<file path="src/rtl/approx_err_meter_if.sv">
// Operand/result bus of the approximate-adder error meter.
// master drives operands and handshakes; slave is the meter.
interface approx_err_meter_if;
  logic        start;
  logic        in_valid;
  logic        in_ready;
  logic [3:0]  a;
  logic [3:0]  b;
  logic        res_valid;
  logic        res_ready;
  logic [15:0] err_sum;
  logic [4:0]  err_max;
  logic [10:0] err_cnt;
  logic        busy;

  modport master (
    output start, in_valid, a, b, res_ready,
    input  in_ready, res_valid, err_sum, err_max, err_cnt, busy
  );

  modport slave (
    input  start, in_valid, a, b, res_ready,
    output in_ready, res_valid, err_sum, err_max, err_cnt, busy
  );
endinterface

</file>
<file path="src/rtl/approx_err_meter.sv">
// Measures |exact - approx| statistics of a lower-part-OR 4-bit adder over an
// N-sample window: error registered on accept, accumulated on the next edge.
module approx_err_meter #(
  parameter int unsigned P = 2,
  parameter int unsigned N = 16
) (
  input logic               clk,
  input logic               rst_n,
  approx_err_meter_if.slave bus
);
  localparam int unsigned OP_W  = 4;
  localparam int unsigned SUM_W = OP_W + 1;
  localparam int unsigned ACC_W = 16;
  localparam int unsigned CNT_W = 11;

  typedef enum logic [1:0] {IDLE, RUN, DRAIN, DONE} state_e;

  state_e             state_q;
  logic               in_ready_q;
  logic               res_valid_q;
  logic               busy_q;
  logic [ACC_W-1:0]   err_sum_q;
  logic [SUM_W-1:0]   err_max_q;
  logic [CNT_W-1:0]   err_cnt_q;
  logic [CNT_W-1:0]   smp_cnt_q;
  logic               s1_valid_q;
  logic [SUM_W-1:0]   s1_err_q;

  logic [SUM_W-1:0]   exact_c;
  logic [SUM_W-1:0]   approx_c;
  logic [SUM_W-1:0]   err_d;
  logic               carry_c;
  logic               accept_c;

  assign accept_c = bus.in_valid & in_ready_q;

  // Low P bits are OR-ed; the carry into bit P comes from the top approximated bit's AND.
  always_comb begin
    exact_c  = SUM_W'(bus.a) + SUM_W'(bus.b);
    approx_c = '0;
    carry_c  = 1'b0;
    for (int i = 0; i < int'(OP_W); i++) begin
      if (i < int'(P)) begin
        approx_c[i] = bus.a[i] | bus.b[i];
        carry_c     = bus.a[i] & bus.b[i];
      end else begin
        approx_c[i] = bus.a[i] ^ bus.b[i] ^ carry_c;
        carry_c     = (bus.a[i] & bus.b[i]) | (carry_c & (bus.a[i] ^ bus.b[i]));
      end
    end
    approx_c[OP_W] = carry_c;
    err_d = (exact_c >= approx_c) ? (exact_c - approx_c) : (approx_c - exact_c);
  end

  always_ff @(posedge clk) begin
    if (!rst_n) begin
      state_q     <= IDLE;
      in_ready_q  <= 1'b0;
      res_valid_q <= 1'b0;
      busy_q      <= 1'b0;
      err_sum_q   <= '0;
      err_max_q   <= '0;
      err_cnt_q   <= '0;
      smp_cnt_q   <= '0;
      s1_valid_q  <= 1'b0;
      s1_err_q    <= '0;
    end else begin
      s1_valid_q <= accept_c;
      if (accept_c) begin
        s1_err_q <= err_d;
      end

      if (s1_valid_q) begin
        err_sum_q <= err_sum_q + ACC_W'(s1_err_q);
        if (s1_err_q > err_max_q) begin
          err_max_q <= s1_err_q;
        end
        if (s1_err_q != '0) begin
          err_cnt_q <= err_cnt_q + CNT_W'(1);
        end
      end

      case (state_q)
        IDLE: begin
          if (bus.start) begin
            state_q    <= RUN;
            in_ready_q <= 1'b1;
            busy_q     <= 1'b1;
            err_sum_q  <= '0;
            err_max_q  <= '0;
            err_cnt_q  <= '0;
            smp_cnt_q  <= '0;
          end
        end
        RUN: begin
          if (accept_c) begin
            smp_cnt_q <= smp_cnt_q + CNT_W'(1);
            if (smp_cnt_q == CNT_W'(N - 1)) begin
              state_q    <= DRAIN;
              in_ready_q <= 1'b0;
            end
          end
        end
        DRAIN: begin
          state_q     <= DONE;
          res_valid_q <= 1'b1;
        end
        DONE: begin
          if (bus.res_ready) begin
            state_q     <= IDLE;
            res_valid_q <= 1'b0;
            busy_q      <= 1'b0;
          end
        end
        default: begin
          state_q <= IDLE;
        end
      endcase
    end
  end

  assign bus.in_ready  = in_ready_q;
  assign bus.res_valid = res_valid_q;
  assign bus.busy      = busy_q;
  assign bus.err_sum   = err_sum_q;
  assign bus.err_max   = err_max_q;
  assign bus.err_cnt   = err_cnt_q;
endmodule

</file>
<file path="src/flat_wrapper.sv">
// flat-port wrapper written by rule: the top's interface ports become plain ports
module approx_err_meter_flat 
#(
  parameter int unsigned P = 2,
  parameter int unsigned N = 16
)
  (clk, rst_n, bus_start, bus_in_valid, bus_a, bus_b, bus_res_ready, bus_in_ready, bus_res_valid, bus_err_sum, bus_err_max, bus_err_cnt, bus_busy);
  approx_err_meter_if bus_i ();
  input logic clk;
  input logic rst_n;
  input wire logic [$bits(bus_i.start)-1:0] bus_start;
  input wire logic [$bits(bus_i.in_valid)-1:0] bus_in_valid;
  input wire logic [$bits(bus_i.a)-1:0] bus_a;
  input wire logic [$bits(bus_i.b)-1:0] bus_b;
  input wire logic [$bits(bus_i.res_ready)-1:0] bus_res_ready;
  output wire logic [$bits(bus_i.in_ready)-1:0] bus_in_ready;
  output wire logic [$bits(bus_i.res_valid)-1:0] bus_res_valid;
  output wire logic [$bits(bus_i.err_sum)-1:0] bus_err_sum;
  output wire logic [$bits(bus_i.err_max)-1:0] bus_err_max;
  output wire logic [$bits(bus_i.err_cnt)-1:0] bus_err_cnt;
  output wire logic [$bits(bus_i.busy)-1:0] bus_busy;
  assign bus_i.start = bus_start;
  assign bus_i.in_valid = bus_in_valid;
  assign bus_i.a = bus_a;
  assign bus_i.b = bus_b;
  assign bus_i.res_ready = bus_res_ready;
  assign bus_in_ready = bus_i.in_ready;
  assign bus_res_valid = bus_i.res_valid;
  assign bus_err_sum = bus_i.err_sum;
  assign bus_err_max = bus_i.err_max;
  assign bus_err_cnt = bus_i.err_cnt;
  assign bus_busy = bus_i.busy;
  approx_err_meter #(.P(P), .N(N)) u_core (.clk(clk), .rst_n(rst_n), .bus(bus_i));
endmodule
</file>
<file path="config.mk">
export PLATFORM = sky130hd
export DESIGN_NAME = approx_err_meter_flat
export DESIGN_NICKNAME = d
export VERILOG_FILES = /design/src/rtl/approx_err_meter_if.sv /design/src/rtl/approx_err_meter.sv /design/src/flat_wrapper.sv
export SDC_FILE = /design/constraint.sdc
export NUM_CORES = 1
export LEC_CHECK = 0
export CORE_MARGIN = 1.5
export CORE_UTILIZATION = 55
export CTS_BUF_LIST = sky130_fd_sc_hd__clkbuf_4 sky130_fd_sc_hd__clkbuf_8
export CTS_CLUSTER_DIAMETER = 100
export CTS_CLUSTER_SIZE = 16
export DETAILED_ROUTE_END_ITERATION = 12
export PLACE_DENSITY_LB_ADDON = 0.2
export REMOVE_ABC_BUFFERS = 1
export SYNTH_ARGS = -nofsm -noshare
export SYNTH_HDL_FRONTEND = slang
export SYNTH_SLANG_ARGS = --single-unit
</file>
<file path="constraint.sdc">
create_clock -name clk -period 3.4 [get_ports clk]
set_clock_uncertainty 0.1 [all_clocks]
set_input_delay 0.68 -clock clk [delete_from_list [all_inputs] [get_ports clk]]
set_output_delay 0.68 -clock clk [all_outputs]
set_load 0.005 [all_outputs]
</file>
Yosys cells after proc, flatten, opt, wreduce, memory -nomap -nowiden:

Index checks and enable logic that the tools add are counted.

* output and inout bits: 35
* input bits: 13
* flip-flop bits (word level): 54

* reductions and logical operators: 10
* eq/ne operators: 8
* add/sub/neg operators: 6
* order comparisons: 2
* mux-type cells: 27
* bitwise logic cells: 14

Operators by type and width (count)
* 11-bit 2-to-1 mux: 6
* 16-bit 2-to-1 mux: 3
* 5-bit 2-to-1 mux: 5
* 11-bit by 1-bit adder with 11-bit output (second input constant): 2
* 11-bit case mux with 2 select lines: 1
* 16-bit by 5-bit adder with 16-bit output: 1
* 11-bit by 4-bit equality test with 1-bit output (second input constant): 1
* 5-bit subtractor: 2
* 2-bit 2-to-1 mux: 4
* 2-bit case mux with 4 select lines: 1
* 4-bit AND reduction: 2
* 1-bit AND: 6
* 1-bit case mux with 2 select lines: 3
* 3-bit AND reduction: 2
* 2-bit nonzero test: 3
* 4-bit by 4-bit adder with 5-bit output: 1
* 5-bit greater-or-equal comparator: 1
* 5-bit > comparator: 1
* 5-bit nonzero test: 1
* 2-bit equality test (second input constant): 2
* 1-bit 2-to-1 mux: 4
* 2-bit by 1-bit inequality test with 1-bit output (second input constant): 2
* 2-bit inequality test (second input constant): 2
* 1-bit bitwise OR: 4
* other kinds (4): 7

Longest topological paths before layout:

Gate-level depths: netlist (run 1).

* depth after elaboration: 7
* gate-level depth with buffers: 12

Worst setup path after synthesis (run 1):

OpenSTA, ideal clock, no wires.

* kind: input -> register
* start point: input port bus_b[1]
* end point: register u_core.s1_err_q[4]
* buffers on the path: 1
* arrival: 2726 ps
* stages on the path: 10
* path slack: 457 ps
* path through: ha_1 inv_1 fa_1 ha_1 clkbuf_1 a21o_1 a31o_2 o21ai_0 o21ai_0 o2111a_1

* word-level cells in the longest chain between the ends: 7
* elaborated cells between the ends (all ways): 13
* classes of those cells: 3 x add/sub; 1 x order compare; 1 x mux; 8 x bitwise

Ends and longest elaborated chain
* start, declared: RTL line flat_wrapper.sv:14 `input wire logic [$bits(bus_i.b)-1:0] bus_b;`
* 1-bit AND: RTL line approx_err_meter.sv:45 `carry_c = bus.a[i] & bus.b[i];`
* 1-bit AND: RTL line approx_err_meter.sv:48 `carry_c = (bus.a[i] & bus.b[i]) | (carry_c & (bus.a[i] ^ bus.b[i]));`
* 1-bit bitwise OR: RTL line approx_err_meter.sv:48
* 1-bit AND: RTL line approx_err_meter.sv:48
* 1-bit bitwise OR: RTL line approx_err_meter.sv:48
* 5-bit subtractor / 5-bit greater-or-equal comparator (equally long branches): RTL line approx_err_meter.sv:52 `err_d = (exact_c >= approx_c) ? (exact_c - approx_c) : (approx_c - exact_c);`
* 5-bit 2-to-1 mux (*): RTL line approx_err_meter.sv:52
* end signal, assigned: RTL line approx_err_meter.sv:70 `s1_err_q <= err_d;`
* end, declared: RTL line approx_err_meter.sv:27 `logic [SUM_W-1:0] s1_err_q;`

Mark *: on every way between the ends. The rest lies on a longest branch, timed or not.
A chain may end at the register's enable or synchronous reset.

Worst setup path in the final report (run 1):

* start point: input port bus_b[1]
* end point: register u_core.s1_err_q[3]

* word-level cells in the longest chain between the ends: 7
* elaborated cells between the ends (all ways): 13
* classes of those cells: 3 x add/sub; 1 x order compare; 1 x mux; 8 x bitwise

Ends and longest elaborated chain (RTL line)
* 1-bit AND: approx_err_meter.sv:45
* 1-bit AND: approx_err_meter.sv:48
* 1-bit bitwise OR: approx_err_meter.sv:48
* 1-bit AND: approx_err_meter.sv:48
* 1-bit bitwise OR: approx_err_meter.sv:48
* 5-bit greater-or-equal comparator: approx_err_meter.sv:52
* 5-bit 2-to-1 mux (*): approx_err_meter.sv:52

Marks and branches as above.

==> results of run 1 <==
-- cell usage after synthesis, types with 2 or more instances --
cell type  number  area share, %
a21oi_1        20            3.1
nor2b_1         7            1.4
o2111a_1        2           0.71
nor3b_1         2           0.47
o21ai_1         2           0.31
nand3_1        17            2.7
xnor2_1         7            1.9
o2111ai_1       2           0.55
o21a_1          3           0.71
dfxtp_1        54             34
fa_1            6            3.8
a21o_1          7            1.6
o211ai_1        2           0.47
and3_1          9            1.8
o21bai_1        2           0.47
a211oi_1        4           0.94
nand2_1        30            3.5
or4_1           3           0.71
nor2_1         34            4.0
inv_1          25            2.9
o31ai_1         2           0.47
and4_1          2           0.55
mux2i_1         6            1.9
or3_1          12            2.4
and2_1          4           0.78
clkbuf_1        5           0.59
nor3_1          4           0.63
a31oi_1         2           0.39
nand4_1         6            1.2
o21ai_0        33            5.2
xor2_1         14            3.8
nand2b_1        6            1.2
ha_1           28             11
a21boi_0        2           0.47
buf_1           3           0.35
-- routing by layer --
metal	GRT usage, %	routed length (um)
met1	24.7	2860
met2	40.7	3210
met3	3.45	189
met4	5.44	72
met5	0	0
-- layout by cell type, fill, tap and decap left out, drive strengths merged, types with 14 or more instances in the layout --
cell type      instances
nor2                  34
o21ai                 35
ha                    28
nand2                 31
clkdlybuf4s50         47
inv                   26
nand3                 17
xor2                  14
a21oi                 20
dfxtp                 54
-- power by group --
group          leakage, nW  internal (mW)  switching, mW
Sequential           0.437          0.677         0.0523
Combinational         1.05          0.262          0.330
Clock               0.0502          0.153          0.224
-- critical path, stage by stage --
cell and delay [ns]:
clkdlybuf4s50_1 0.48, ha_1 0.15, inv_1 0.05, fa_1 0.38, inv_1 0.08, fa_1 0.43
inv_1 0.07, ha_1 0.26, o21ai_0 0.17, nand2b_1 0.10, o21a_1 0.15, o21ai_0 0.09
o2111a_1 0.20
-- sequential cells by signal (all words and copies together) (netlist names) --
name,flops
u_core.s1_err_q,5
u_core.state_q,2
u_core.s1_valid_q,1
u_core.bus.err_cnt,11
u_core.bus.in_ready,1
u_core.bus.busy,1
u_core.bus.err_sum,16
u_core.smp_cnt_q,11
u_core.bus.err_max,5
u_core.bus.res_valid,1
-- logic make-up after synthesis --
family          synth area share (%)
fa+ha+maj                       14.7
xor+xnor                        5.76
flops                           33.8
buf+inv                         4.03
compound gates                  16.6
simple gates                    22.7
mux                             2.23
other cells                    0.117
-- timing repair --
item | in CTS | in global routing
gates resized for setup | 0 | 2
endpoints found under the hold margin | 0 | 0
setup endpoints to repair | 0 | 2
-- metrics by stage --
step           area, um2  utilization [%]  hold slack [ns]
6_report            3880             70.1            0.392
5_1_grt             3880             70.1            0.429
4_1_cts             3880             70.0            0.392
3_5_place_dp        3780             68.2            0.357
3_3_place_gp        3780             68.2            0.365
2_1_floorplan       3160                -            0.361
-- worst max-delay path by stage --
| stage | startpoint | to | slack [ns] | cells after the start |
|---|---|---|---|---|
| after floorplan | bus_b[1] | u_core.s1_err_q[4] | 0.49 | 9 |
| after global placement | bus_b[1] | u_core.s1_err_q[4] | -0.08 | 13 |
| after detailed placement | bus_b[1] | u_core.s1_err_q[4] | -0.15 | 13 |
| after CTS | bus_b[1] | u_core.s1_err_q[4] | 0.17 | 13 |
| after global routing | bus_b[1] | u_core.s1_err_q[3] | 0.05 | 13 |
| final | bus_b[1] | u_core.s1_err_q[3] | 0.27 | 13 |
-- layout make-up --
| class | count | share of cell area, % |
|---|---|---|
| clock buffers | 5 | 1.77 |
| clock inverters | 3 | 0.741 |
| inverters | 25 | 2.42 |
| multi-input cells | 292 | 51.2 |
| flip-flops and latches | 54 | 27.9 |
| well taps | 72 | 2.32 |
| repair buffers | 55 | 13.7 |
==> metrics.txt, run 1 <==
Iter 0 DRT Violations approximately 110; count of final setup violators 0; synth warn 0; Max Fclk about 0.32 GHz; total power between 1.5 and 2 mW; diode count 0; clk buf depth 2; P&R area growth vs syn 21.5%; clk root buf clkbuf_8; hold_sp u_core.bus.busy; RSZ-0062 raised after global routing false; GRT Overall Usage roughly 21%; Die Span Y about 79 um; FP Rows 27; endpoints failing hold 0; Hold Path Depth 2; Max-slew headroom 56.8%; routed vias approximately 2800; cell count after synthesis 380; starting density of the core slightly below 60%; P_leak 1.54 nW; Nets 480; Fillers 470; Post-CTS Hold Buffers 0; core area around 5500 um2; worst endpoint data arrival time ~3.3 ns; initial antenna violation count 0; vias in the first global route roughly 2600; Post-Synthesis Cell Area about 3200 um2; top_reg_cell synth dfxtp_1; post-synthesis sequential area ratio about a third; Critical Path End Type register; first-pass GRT wire length approximately 11000 um; Req. time, crit path 3.55 ns; remaining antenna violation count 0; hpwl dp around 5000 um; I/O Buffers between 40 and 50; clk_lat worst skew ~0.31 ns; max_cap viols 0; fin. max-slew vios 0; minimum clock period between 3 and 4 ns; number of synthesized flops with an enable pin 0; # DRC 0; FF-to-FF End u_core.bus.err_sum[6]; FF+latch count, synth 54; CP Class input port to register; total CTS buffers 5; placed cell count ~500; Sequential cell area 1080 um2; final WL 6330 um; largest net degree at the start of global routing 26; Hold Crit Endpoint u_core.bus.busy; syn avg cell area 8.41 um2; CTS Sinks 54; PwrDens 438 nW/um2; IO Count 48; via/cell ratio between 5 and 6; TritonCTS clock tree yes; Worst Tran Pin Value around 0.65 ns; Setup WS pre-CTS -0.153 ns; crit path launch type input port; period utilization between 90 and 100%; wire per inst around 13 um; Non-Filler Instances ~500; Multi-input gate area between 1500 and 2000 um2; Worst R2R Setup Slack approximately 0.97 ns; postcts setup bufs 0; Die Footprint ~6300 um2; Critical Path Fanout Max 4; start of the worst register-to-register path u_core.s1_err_q[0]; clock-pin slew of the registers on the worst-case setup and hold paths roughly 0.10 ns; FF-to-FF path depth 7; H-tree Lvls 2; Synth async-reset ratio 0%; GP Congestion approximately 0.83; Netlist cell types 48; Pre-antenna DRT Iters 4; IR drop worst, VDD 0.000373 V; Die X 79.2 um; worst min path class register to register; final worst slack 0.273 ns; status finished, final reports clean; ratio of cells with drive above 1 in the final layout around 5.3%; total grt overflow 0; Total Neg Setup Slack 0 ns
Power figures use the tool's default switching activity.
==> inputs of run 2 (changes only) <==
Settings changed: CORE_MARGIN 1.5 to 8, CTS_BUF_LIST sky130_fd_sc_hd__clkbuf_4 sky130_fd_sc_hd__clkbuf_8 to sky130_fd_sc_hd__clkbuf_2, PLACE_DENSITY from default to 0.81, PLACE_DENSITY_LB_ADDON 0.2 to default.
==> metrics.txt, run 2 (synthesis results as in run 1) <==
period utilization 92.6% (was 92.0%); vias in the first global route 2918 (was 2576); Critical Path Fanout Max 4 (unchanged); ratio of cells with drive above 1 in the final layout 5.50% (was 5.30%); CP Class input port to register (unchanged); Post-CTS Hold Buffers 0 (unchanged); CP Buf/Inv Count 3 (was 4); met2 global-route usage 30.9% (was 40.7%); Placed Instance Area 3790 um2 (was 3780 um2); first-pass GRT wire length 12200 um (was 10900 um); Die Span Y 92.2 um (was 79.2 um); worst endpoint data arrival time 3.40 ns (was 3.28 ns); P_leak 1.54 nW (about the same); CP cell instances clkdlybuf4s50_1, inv_1, fa_1, inv_1, ha_1, ha_1, a211o_1, o21ai_0, o21ai_0, o2111a_1 (was clkdlybuf4s50_1, ha_1, inv_1, fa_1, inv_1, fa_1, inv_1, ha_1, o21ai_0, nand2b_1, o21a_1, o21ai_0, o2111a_1); FF-to-FF path depth 7 (unchanged); total grt overflow 0 (unchanged); slowest stage cell, crit path fa_1 (was clkdlybuf4s50_1); CTS Sinks 54 (unchanged); clk_lat worst skew 0.45 ns (was 0.31 ns); fin. max-slew vios 0 (unchanged); Largest delay share family, worst path compound AO/OA/AOI/OAI gates (was adder cells); Die Footprint 8500 um2 (was 6270 um2); Total Neg Setup Slack 0 ns (unchanged); via/cell ratio 5.55 (was 5.54); TritonCTS clock tree yes (unchanged); FP Rows 27 (unchanged); IR drop worst, VDD 0.000380 V (was 0.000373 V); Int Pwr 1.08 mW (was 1.09 mW); initial antenna violation count 0 (unchanged); Reg power frac 43.9% (was 42.9%); Crit path depth 10 (was 13); # DRC 0 (unchanged); clock power share 20.2% (was 22.2%); Hold Path Depth 2 (unchanged); H-tree Lvls 2 (unchanged); Max Fclk 0.318 GHz (was 0.320 GHz); minimum clock period 3.15 ns (was 3.13 ns); Worst Tran Pin Value 0.625 ns (was 0.648 ns); RSZ-0062 raised after global routing false (unchanged); met1 usage 18.3% (was 24.7%); GRT Overall Usage 16.8% (was 21.4%); starting density of the core 57.3% (was 57.7%); PwrDens 432 nW/um2 (was 438 nW/um2); post_cts resized 0 (unchanged); Iter 0 DRT Violations 111 (was 114); IO Count 48 (unchanged); crit path launch type input port (unchanged); Logic pwr share 35.9% (was 34.9%); commonest non-fill, non-tap cell in the layout dfxtp_1 (unchanged); clk buf depth 2 (unchanged); CP peak stage delay 0.56 ns (was 0.48 ns); hpwl dp 5430 um (was 4970 um); P&R area growth vs syn 21.1% (was 21.5%); clock-pin slew of the registers on the worst-case setup and hold paths 0.28 ns (was 0.10 ns); largest net degree at the start of global routing 29 (was 26); Critical Path End Type register (unchanged); commonest non-fill, non-tap cells in the layout 54 x dfxtp_1, 47 x clkdlybuf4s50_1, 34 x nor2_1, 33 x o21ai_0, 30 x nand2_1 (was 54 x dfxtp_1, 47 x clkdlybuf4s50_1, 34 x nor2_1, 32 x o21ai_0, 30 x nand2_1); remaining antenna violation count 0 (unchanged); routed vias 2821 (was 2803); total CTS buffers 5 (unchanged); endpoints failing hold 0 (unchanged); post-route cell area 3870 um2 (was 3880 um2); clk root buf clkbuf_2 (was clkbuf_8); Most Used Layer, Global Route met2 (unchanged); I/O Buffers 47 (unchanged); max_cap viols 0 (unchanged); status finished, final reports clean (unchanged); worst min path class register to register (unchanged); postcts setup bufs 0 (unchanged); number of flip-flops in the largest register 16 (unchanged); diode count 0 (unchanged); GP Congestion 0.799 (was 0.834); sw power 0.594 mW (was 0.606 mW); Max-slew headroom 58.1% (was 56.8%); count of final setup violators 0 (unchanged); core area 5570 um2 (was 5540 um2); GRT met3 Usage 4.16% (was 3.45%); Nets 482 (was 480); Req. time, crit path 3.65 ns (was 3.55 ns); final WL 6870 um (was 6330 um); wire per inst 13.5 um (was 12.5 um); Pre-antenna DRT Iters 4 (unchanged); switching portion of total power 35.5% (was 35.7%); Die X 92.2 um (was 79.2 um)
run 2: changes by cell type in the layout (fill, tap and decap cells not counted), sizes merged:
cell    previous run  this run
buf                8        10
clkinv             2         1
bufinv             0         1
run 2: area by class of cell:
class                   instances  area, um2
clock inverters                 3       47.5
multi-input cells             292       1980
clock buffers                   5       25.0
flip-flops and latches         54       1080
repair buffers                 57        546
well taps                      72       90.1
inverters                      25       93.8
fillers                       466       1710
run 2: power by group through the flow:
stage	sequential [mW]	combinational, mW	clock, mW
6_report	0.733	0.600	0.338
3_3_place_gp	0.743	0.578	0
2_1_floorplan	0.732	0.410	0
5_1_grt	0.742	0.685	0.374
4_1_cts	0.733	0.603	0.349
3_5_place_dp	0.745	0.600	0
run 2: per-stage QoR:
step / instances / utilization, % / worst slack, ns / hold WS, ns / power (mW)
2_1_floorplan: 371 / - / 0.491 / 0.361 / 1.14
3_3_place_gp: 500 / 68.1 / -0.0943 / 0.364 / 1.32
3_5_place_dp: 500 / 68.1 / -0.238 / 0.389 / 1.34
4_1_cts: 508 / 69.4 / 0.260 / 0.419 / 1.69
5_1_grt: 508 / 69.4 / 0.0443 / 0.434 / 1.80
6_report: 508 / 69.4 / 0.252 / 0.419 / 1.67
run 2: tightest hold or removal path: stages (launching register included):
cell     delay (ns)
dfxtp_1        0.40
o31ai_1        0.07
a21oi_1        0.06
run 2: path summary, 6_finish.rpt:
path	slack, ns	startpoint	endpoint
hold reg to reg	0.42	u_core.bus.err_sum[14]	u_core.bus.err_sum[14]
setup reg to reg	0.95	u_core.s1_err_q[0]	u_core.bus.err_sum[12]
setup / recovery	0.25	bus_b[1]	u_core.s1_err_q[3]
hold / removal	0.42	u_core.bus.err_sum[14]	u_core.bus.err_sum[14]
run 2: metal layers:
| layer | routed length [um] | up-vias |
|---|---|---|
| met3 | 301 | 8 |
| met5 | 0 | - |
| met2 | 3420 | 50 |
| met1 | 3070 | 1322 |
| met4 | 78 | 0 |
| li1 | - | 1441 |
==> inputs of run 3 (changes only) <==
Settings changed: CORE_UTILIZATION 55 to 45, PLACE_DENSITY 0.81 to 0.68.
==> metrics.txt, run 3 (synthesis results as in run 1) <==
largest net degree at the start of global routing 29 (unchanged); postcts setup bufs 0 (unchanged); remaining antenna violation count 0 (unchanged); endpoints failing hold 0 (unchanged); core area 6830 um2 (was 5570 um2); hold_sp u_core.bus.err_sum[15] (was u_core.bus.err_sum[14]); post_cts resized 0 (unchanged); Max Fclk 0.324 GHz (was 0.318 GHz); wire per inst 12.6 um (was 13.5 um); CP Buf/Inv Count 4 (was 3); Die Span Y 100 um (was 92.2 um); FP Rows 30 (was 27); Fillers 676 (was 466); commonest non-fill, non-tap cells in the layout 54 x dfxtp_1, 47 x clkdlybuf4s50_1, 34 x nor2_1, 33 x o21ai_0, 30 x nand2_1 (unchanged); status finished, final reports clean (unchanged); Die X 100 um (was 92.2 um); via/cell ratio 5.18 (was 5.55); clk_lat worst skew 0.44 ns (was 0.45 ns); CTS Sinks 54 (unchanged); Req. time, crit path 3.65 ns (about the same); P_leak 1.54 nW (about the same); worst min path class register to register (unchanged); Iter 0 DRT Violations 78 (was 111); H-tree Lvls 2 (unchanged); # DRC 0 (unchanged); count of final setup violators 0 (unchanged); clk root buf clkbuf_2 (unchanged); total grt overflow 0 (unchanged); Largest delay share family, worst path adder cells (was compound AO/OA/AOI/OAI gates); IR drop worst, VDD 0.000387 V (was 0.000380 V); total CTS buffers 5 (unchanged); ratio of cells with drive above 1 in the final layout 5.71% (was 5.50%); number of flip-flops in the largest register 16 (unchanged); Non-Filler Instances 534 (was 508); vias in the first global route 2768 (was 2918); IO Count 48 (unchanged); Nets 484 (was 482); fin. max-slew vios 0 (unchanged); crit path launch type input port (unchanged); max_cap viols 0 (unchanged); Post-CTS Hold Buffers 0 (unchanged); diode count 0 (unchanged); Critical Path Fanout Max 4 (unchanged); CP Launch Point bus_a[1] (was bus_b[1]); GRT Overall Usage 14.1% (was 16.8%); total power 1.67 mW (about the same); Worst Tran Pin Value 0.665 ns (was 0.625 ns); CP cell instances clkdlybuf4s50_1, ha_1, inv_1, fa_1, inv_1, fa_1, inv_1, ha_1, o21ai_0, nand2b_1, o21ai_0, o21ai_0, o2111a_1 (was clkdlybuf4s50_1, inv_1, fa_1, inv_1, ha_1, ha_1, a211o_1, o21ai_0, o21ai_0, o2111a_1); routed vias 2768 (was 2821); Pre-antenna DRT Iters 4 (unchanged); I/O Buffers 47 (unchanged); starting density of the core 46.8% (was 57.3%); TritonCTS clock tree yes (unchanged); P&R area growth vs syn 22.3% (was 21.1%); worst endpoint data arrival time 3.34 ns (was 3.40 ns); CP peak stage delay 0.49 ns (was 0.56 ns); Total Neg Setup Slack 0 ns (unchanged); period utilization 90.8% (was 92.6%); Worst Hold Margin 0.412 ns (was 0.419 ns); Die Footprint 10100 um2 (was 8500 um2); GP Congestion 0.798 (was 0.799); clock-pin slew of the registers on the worst-case setup and hold paths 0.27 ns (was 0.28 ns); final WL 6720 um (was 6870 um); CP Class input port to register (unchanged); Finished Core Util 57.2% (was 69.4%); Max-slew headroom 55.3% (was 58.1%); start of the worst register-to-register path u_core.s1_err_q[0] (unchanged); initial antenna violation count 0 (unchanged); slowest stage cell, crit path clkdlybuf4s50_1 (was fa_1); Critical Path End Type register (unchanged); RSZ-0062 raised after global routing false (unchanged); hpwl dp 5280 um (was 5430 um); clk buf depth 2 (unchanged); minimum clock period 3.09 ns (was 3.15 ns); PwrDens 427 nW/um2 (was 432 nW/um2); placed cell count 526 (was 500); first-pass GRT wire length 11900 um (was 12200 um); commonest non-fill, non-tap cell in the layout dfxtp_1 (unchanged)
[run 3: cell count changes in the layout (fill, tap and decap cells not counted)]
cell      previous run  this run
buf_4               10        12
clkinv_4             1         0
clkinv_1             0         1
[run 3: layer usage]
layer  global-route usage (%)  up-vias  share of wire (%)
li1                         -     1448                  -
met1                     15.7     1277                 47
met2                     25.7       39                 48
met3                     3.67        4                4.4
met4                     3.84        0               0.88
met5                        0        -                  0
[run 3: layout make-up]
type	instances	area [um2]	area share [%]
clock buffer	5	25.0	0.640
multi-input combinational	292	1980	50.8
inverter	25	93.8	2.40
tap	96	120	3.07
sequential	54	1080	27.7
timing repair buffer	59	561	14.3
clock inverter	3	42.5	1.09
[run 3: power by group]
group | switching, mW | internal, mW
clock network | 0.209 | 0.125
logic | 0.329 | 0.272
registers | 0.0525 | 0.680
[run 3: tightest hold or removal path: cells and delay by family, from the launching register on]
family          cells  cell delay [ns]
flops               1             0.38
compound gates      2             0.13
[run 3: through the flow]
| step | setup WS, ns | cell area, um2 |
|---|---|---|
| after floorplan | 0.491 | 3160 |
| after global placement | -0.101 | 3840 |
| after detailed placement | -0.168 | 3840 |
| after CTS | 0.352 | 3910 |
| after global routing | 0.177 | 3910 |
| final | 0.314 | 3910 |
[run 3: worst paths after layout]
path	slack, ns	cells past startpoint	to
min	0.41	2	u_core.bus.err_sum[15]
max	0.31	13	u_core.s1_err_q[3]
min reg2reg	0.41	2	u_core.bus.err_sum[15]
max reg2reg	0.93	7	u_core.bus.err_sum[6]
